==> src/rtl/cfg_chain_loader.sv <==
// Configuration shift-chain loader: serializes CHAIN_LEN bits MSB-first from a word stream.
// Optional chain-tail readback is enabled by defining CFG_READBACK_EN.
module cfg_chain_loader #(
    parameter int CHAIN_LEN = 64,
    parameter int WORD_W    = 8,
    parameter int CLK_DIV   = 4
) (
    input  logic              clk,
    input  logic              rst,
    input  logic              start,
    input  logic [WORD_W-1:0] in_data,
    input  logic              in_valid,
    output logic              in_ready,
    output logic              shift_clk,
    output logic              shift_o,
    input  logic              shift_ret,
    output logic              fab_rst,
    output logic              busy,
    output logic              done,
    output logic [WORD_W-1:0] rb_data,
    output logic              rb_valid
);

    localparam int BC_W = $clog2(CHAIN_LEN + 1);
    localparam int WC_W = $clog2(WORD_W + 1);
    localparam int DC_W = $clog2(CLK_DIV);
    localparam logic [BC_W-1:0] LAST_BIT  = BC_W'(CHAIN_LEN - 1);
    localparam logic [WC_W-1:0] LAST_WBIT = WC_W'(WORD_W - 1);
    localparam logic [DC_W-1:0] LAST_DIV  = DC_W'(CLK_DIV - 1);
    localparam logic [DC_W-1:0] RISE_PRE  = DC_W'(CLK_DIV / 2 - 1);

    typedef enum logic [1:0] {IDLE, WAIT_WORD, SHIFT, DONE} state_t;

    state_t            state, next_state;
    logic [WORD_W-1:0] shift_buf;
    logic [WORD_W-1:0] buf_shifted;
    logic [BC_W-1:0]   bit_cnt;
    logic [WC_W-1:0]   word_bit_cnt;
    logic [DC_W-1:0]   div_cnt;
    logic              period_end;

    assign in_ready    = (state == WAIT_WORD);
    assign period_end  = (state == SHIFT) && (div_cnt == LAST_DIV);
    assign buf_shifted = shift_buf << 1;

    always_ff @(posedge clk) begin
        if (rst) state <= IDLE;
        else     state <= next_state;
    end

    // The chain-length check wins over the word boundary so a partial last word stops early.
    always_comb begin
        next_state = state;
        case (state)
            IDLE, DONE: if (start) next_state = WAIT_WORD;
            WAIT_WORD:  if (in_valid) next_state = SHIFT;
            SHIFT: begin
                if (period_end) begin
                    if (bit_cnt == LAST_BIT)             next_state = DONE;
                    else if (word_bit_cnt == LAST_WBIT)  next_state = WAIT_WORD;
                end
            end
            default: next_state = IDLE;
        endcase
    end

    // Data changes on cycle 0 of each bit period; shift_clk rises CLK_DIV/2 cycles later.
    always_ff @(posedge clk) begin
        if (rst) begin
            shift_buf    <= '0;
            bit_cnt      <= '0;
            word_bit_cnt <= '0;
            div_cnt      <= '0;
            shift_clk    <= 1'b0;
            shift_o      <= 1'b0;
            busy         <= 1'b0;
            fab_rst      <= 1'b0;
            done         <= 1'b0;
        end else begin
            busy    <= (next_state == WAIT_WORD) || (next_state == SHIFT);
            fab_rst <= (next_state == WAIT_WORD) || (next_state == SHIFT);
            done    <= (next_state == DONE);
            case (state)
                IDLE, DONE: begin
                    if (start) bit_cnt <= '0;
                end
                WAIT_WORD: begin
                    if (in_valid) begin
                        shift_buf    <= in_data;
                        shift_o      <= in_data[WORD_W-1];
                        word_bit_cnt <= '0;
                        div_cnt      <= '0;
                    end
                end
                SHIFT: begin
                    if (period_end) begin
                        shift_clk    <= 1'b0;
                        div_cnt      <= '0;
                        shift_buf    <= buf_shifted;
                        bit_cnt      <= bit_cnt + BC_W'(1);
                        word_bit_cnt <= word_bit_cnt + WC_W'(1);
                        if (next_state == SHIFT) shift_o <= buf_shifted[WORD_W-1];
                    end else begin
                        div_cnt <= div_cnt + DC_W'(1);
                        if (div_cnt == RISE_PRE) shift_clk <= 1'b1;
                    end
                end
                default: ;
            endcase
        end
    end

`ifdef CFG_READBACK_EN
    logic [WORD_W-1:0] rb_buf;
    logic [WORD_W-1:0] rb_next;
    logic              rb_sample;

    assign rb_sample = (state == SHIFT) && (div_cnt == RISE_PRE);
    assign rb_next   = WORD_W'({rb_buf, shift_ret});

    // Tail is sampled just before shift_clk rises, so it still shows the previous chain contents.
    always_ff @(posedge clk) begin
        if (rst) begin
            rb_buf   <= '0;
            rb_data  <= '0;
            rb_valid <= 1'b0;
        end else begin
            rb_valid <= 1'b0;
            if (rb_sample) begin
                rb_buf <= rb_next;
                if (word_bit_cnt == LAST_WBIT) begin
                    rb_data  <= rb_next;
                    rb_valid <= 1'b1;
                end else if (bit_cnt == LAST_BIT) begin
                    rb_data  <= rb_next << (LAST_WBIT - word_bit_cnt);
                    rb_valid <= 1'b1;
                end
            end
        end
    end
`else
    logic unused_shift_ret;
    assign unused_shift_ret = shift_ret;
    assign rb_data  = '0;
    assign rb_valid = 1'b0;
`endif

endmodule

==> config.mk <==
export PLATFORM = sky130hd
export DESIGN_NAME = cfg_chain_loader
export DESIGN_NICKNAME = d
export VERILOG_FILES = /design/src/rtl/cfg_chain_loader.sv
export SDC_FILE = /design/constraint.sdc
export NUM_CORES = 1
export LEC_CHECK = 0
export ABC_CLOCK_PERIOD_IN_PS = 2500
export CAP_MARGIN = 20
export CORE_AREA = 2 2 58 60
export CTS_CLUSTER_SIZE = 20
export DETAILED_ROUTE_END_ITERATION = 8
export DIE_AREA = 0 0 60 62
export PLACE_DENSITY = 0.75
export SYNTH_ARGS = -nofsm -noshare
export SYNTH_HDL_FRONTEND = slang
export SYNTH_SLANG_ARGS = --single-unit
==> constraint.sdc <==
create_clock -name clk -period 2.5 [get_ports clk]
set_input_delay 0.5 -clock clk [delete_from_list [all_inputs] [get_ports clk]]
set_output_delay 0.5 -clock clk [all_outputs]
set_load 0.05 [all_outputs]
==> impl_results.md <==
* Outcome: finished, final reports clean
* Worst slew pin tran at approximately 0.52 ns
* Dpl ws at 0.0949 ns
* CTS tree: built
* Critical Path AT at approximately 1.9 ns
* Vias at between 1000 and 1500
* Sequential area share after synthesis at around a third
* Antenna viol nets, final at 0
* Top Ports at 28
* Post-synth cell types at 42
* Final hold vios at 0
* Row cnt at 21
* Layout cell share with drive strength beyond 1 at under 10%
* Hold depth at 2
* Port bufs at 17
* Final Wtd Congestion at between 0.7 and 0.8
* Synth warn at 0
* Post-Route Setup TNS at 0 ns
* Net Sw Power at roughly 0.0008 W
* Post-placement cell count at around 230
* Dpl hpwl at 2220 µm
* Final setup vio count at 0
* Initial antenna violation count at 0
* Iter 0 DRT Violations at 26
* Avg Cell Area, Syn at approximately 8.8 µm²
* RSZ-0062 raised after global routing: no
* Fin. max-slew vios at 0
* Latest clock arrival within the worst-skew pair at 0.32 ns
* Remaining Overflow, GRT at 0
* Die W at around 60 µm
* GRT Total Usage at ~17%
* Area of the multi-input gates at 855 µm²
* Leakage at roughly 0.63 nW
* FF+latch count, synth at 26
* Ys flop type: dfxtp_1
* Sink Count at 26
* Post-cts gate resize count at 0
* Placed inst area at 1660 µm²
* Die Area at about 3700 µm²
* Commonest non-fill, non-tap cell in the layout: dfxtp_1
* Largest net degree at the start of global routing at 17
* DRT Wirelength at ~3000 µm
* Number of enable flip-flop cells after synthesis at 0
* Worst VDD drop at approximately 0.00064 V
* Worst Skew at between 0.001 and 0.0015 ns
* CP required at approximately 2 ns
* Layout net count at about 210
* Most frequent cells in the layout: 26 x dfxtp_1, 17 x nor2_1, 17 x clkdlybuf4s50_1
* Cts bufs inserted at 3
* Clk slew on worst S/H paths at approximately 0.15 ns
* Min Tclk post-route at about 2.3 ns
* Mapped cell area at ~1500 µm²
* Final worst slack at about 0.15 ns
* Layout Cells excl Fill at 231
* Fmax at ~430 MHz
* CP Launch Type: flop
* CP Cell Sequence: ha_1 > clkdlybuf4s50_1
* Pwr dens at around 1100 nW/µm²
* Setup crit end kind: primary output
* N_diodes at 0
* TritonRoute pass-1 iters at 4
* Starting density of the core at approximately 47%
* Util after Layout at between 50% and 60%
* Clock group share of total power at between 15 and 20%
* Clock root buffer master: clkbuf_4
* Cell Int Power at 0.00106 W
* Die H at just over 60 µm
* Fillcell total at roughly 300
* First-pass GRT wire length at slightly below 5000 µm
* Delay-heaviest family, CP: buffers and inverters
* Combinational Power Share at between 50% and 60%
* Routed len/inst at approximately 13 µm
* Critical path depth at 2
* H-tree Lvls at 1
* Vias in the first global route at roughly 1100
* Area grow syn2layout at 15.1%
* Vias per cell at 5.29
* Synth Instances at ~170
* Reg2Reg Depth at 9
* Ys async rst share at 0%
* Total of max-cap violations at 0
* Switching Fraction at a little over two fifths
* Sequential share of power at 28.9%
* CTS max path bufs at 2
* CP max stage cell: clkdlybuf4s50_1
* Postcts setup bufs at 0
* CP max FO at 5
* Max incr delay on CP at 0.84 ns
* Setup CP Type: reg -> out
* CTS Hold Buffers Added at 0
* Core ar. at between 3000 and 4000 µm²
* # DRC at 0
* Worst path bufs/invs at 1
* Register area at 520 µm²
* Worst Hold Class: reg -> reg
* Tcrit/Tclk final at approximately 94%
* Worst rel slew slack at between 60% and 70%
* Fin area at between 1500 and 2000 µm²
[power by group through the flow]
| stage | Sequential (W) | Combinational [W] | Clock (W) |
|---|---|---|---|
| finish | 0.000544 | 0.00104 | 0.000296 |
| global route | 0.000554 | 0.00116 | 0.000314 |
| CTS | 0.000543 | 0.00105 | 0.000302 |
| detailed placement | 0.000553 | 0.00104 | 0 |
| global placement | 0.000548 | 0.00101 | 0 |
| floorplan | 0.000614 | 0.000817 | 0 |
[flip-flops by register name, summed over array words and instances, names as in the netlist]
| name | flops |
|---|---|
| shift_o | 1 |
| busy | 1 |
| shift_buf | 7 |
| div_cnt | 2 |
| word_bit_cnt | 4 |
| shift_clk | 1 |
| bit_cnt | 7 |
| done | 1 |
| state | 2 |
[cells by family after synthesis]
| family | share of synthesized area (%) |
|---|---|
| compound gates | 15.1 |
| buf+inv | 9.59 |
| fa+ha+maj | 6.73 |
| other cells | 0.252 |
| mux | 6.81 |
| xor+xnor | 2.36 |
| flops | 35.0 |
| simple gates | 24.1 |
[final timing paths]
kind,start,endpoint,slack (ns)
hold / removal,shift_buf[0]$_SDFFE_PP0P_,shift_buf[0]$_SDFFE_PP0P_,0.49
hold reg to reg,shift_buf[0]$_SDFFE_PP0P_,shift_buf[0]$_SDFFE_PP0P_,0.49
setup reg to reg,state[0]$_SDFF_PP0_,shift_o$_SDFFE_PP0P_,0.32
setup / recovery,state[0]$_SDFF_PP0_,in_ready,0.15
[Yosys cell counts (2+ instances only)]
cell type	instances	area (µm²)
nand2b_1	9	56.3
dfxtp_1	26	521
o21ai_0	8	40.0
clkbuf_1	2	7.51
nand3_1	6	30.0
xnor2_1	2	17.5
mux2i_1	9	90.1
nand4_1	4	25.0
nand2_1	7	26.3
a21oi_1	9	45.0
buf_2	3	15.0
ha_1	8	100
a211oi_1	9	67.6
nor2b_1	6	37.5
xor2_1	2	17.5
nor4_1	2	12.5
inv_1	5	18.8
buf_4	12	90.1
nor2_1	17	63.8
[metal layers]
metal / part of all wire (%) / track usage, % / vias to the layer above
li1: - / - / 610
met1: 45 / 22.1 / 571
met2: 49 / 30.3 / 40
met3: 5.4 / 2.07 / 2
met4: 0.44 / 5.08 / 0
met5: 0 / 0 / -
[metrics by stage]
| step | hold WS, ns | total power [W] |
|---|---|---|
| floorplan | 0.446 | 0.00143 |
| global placement | 0.458 | 0.00156 |
| detailed placement | 0.472 | 0.00159 |
| CTS | 0.492 | 0.00189 |
| global route | 0.505 | 0.00203 |
| finish | 0.495 | 0.00188 |
[worst min-delay path: cells and delay by family (launching register included)]
kind | cells | cell delay, ns
AOI/OAI and AO/OA | 1 | 0.06
and+or+nand+nor | 1 | 0.07
DFF | 1 | 0.35
[layout make-up]
class / instances / area share (%)
Inverter: 5 / 1.10
Timing Repair Buffer: 22 / 12.1
Tap cell: 46 / 3.36
Clock buffer: 3 / 1.32
Sequential cell: 26 / 30.4
Multi-Input combinational cell: 128 / 49.9
Clock inverter: 1 / 1.75
Power figures use the tool's default switching activity.
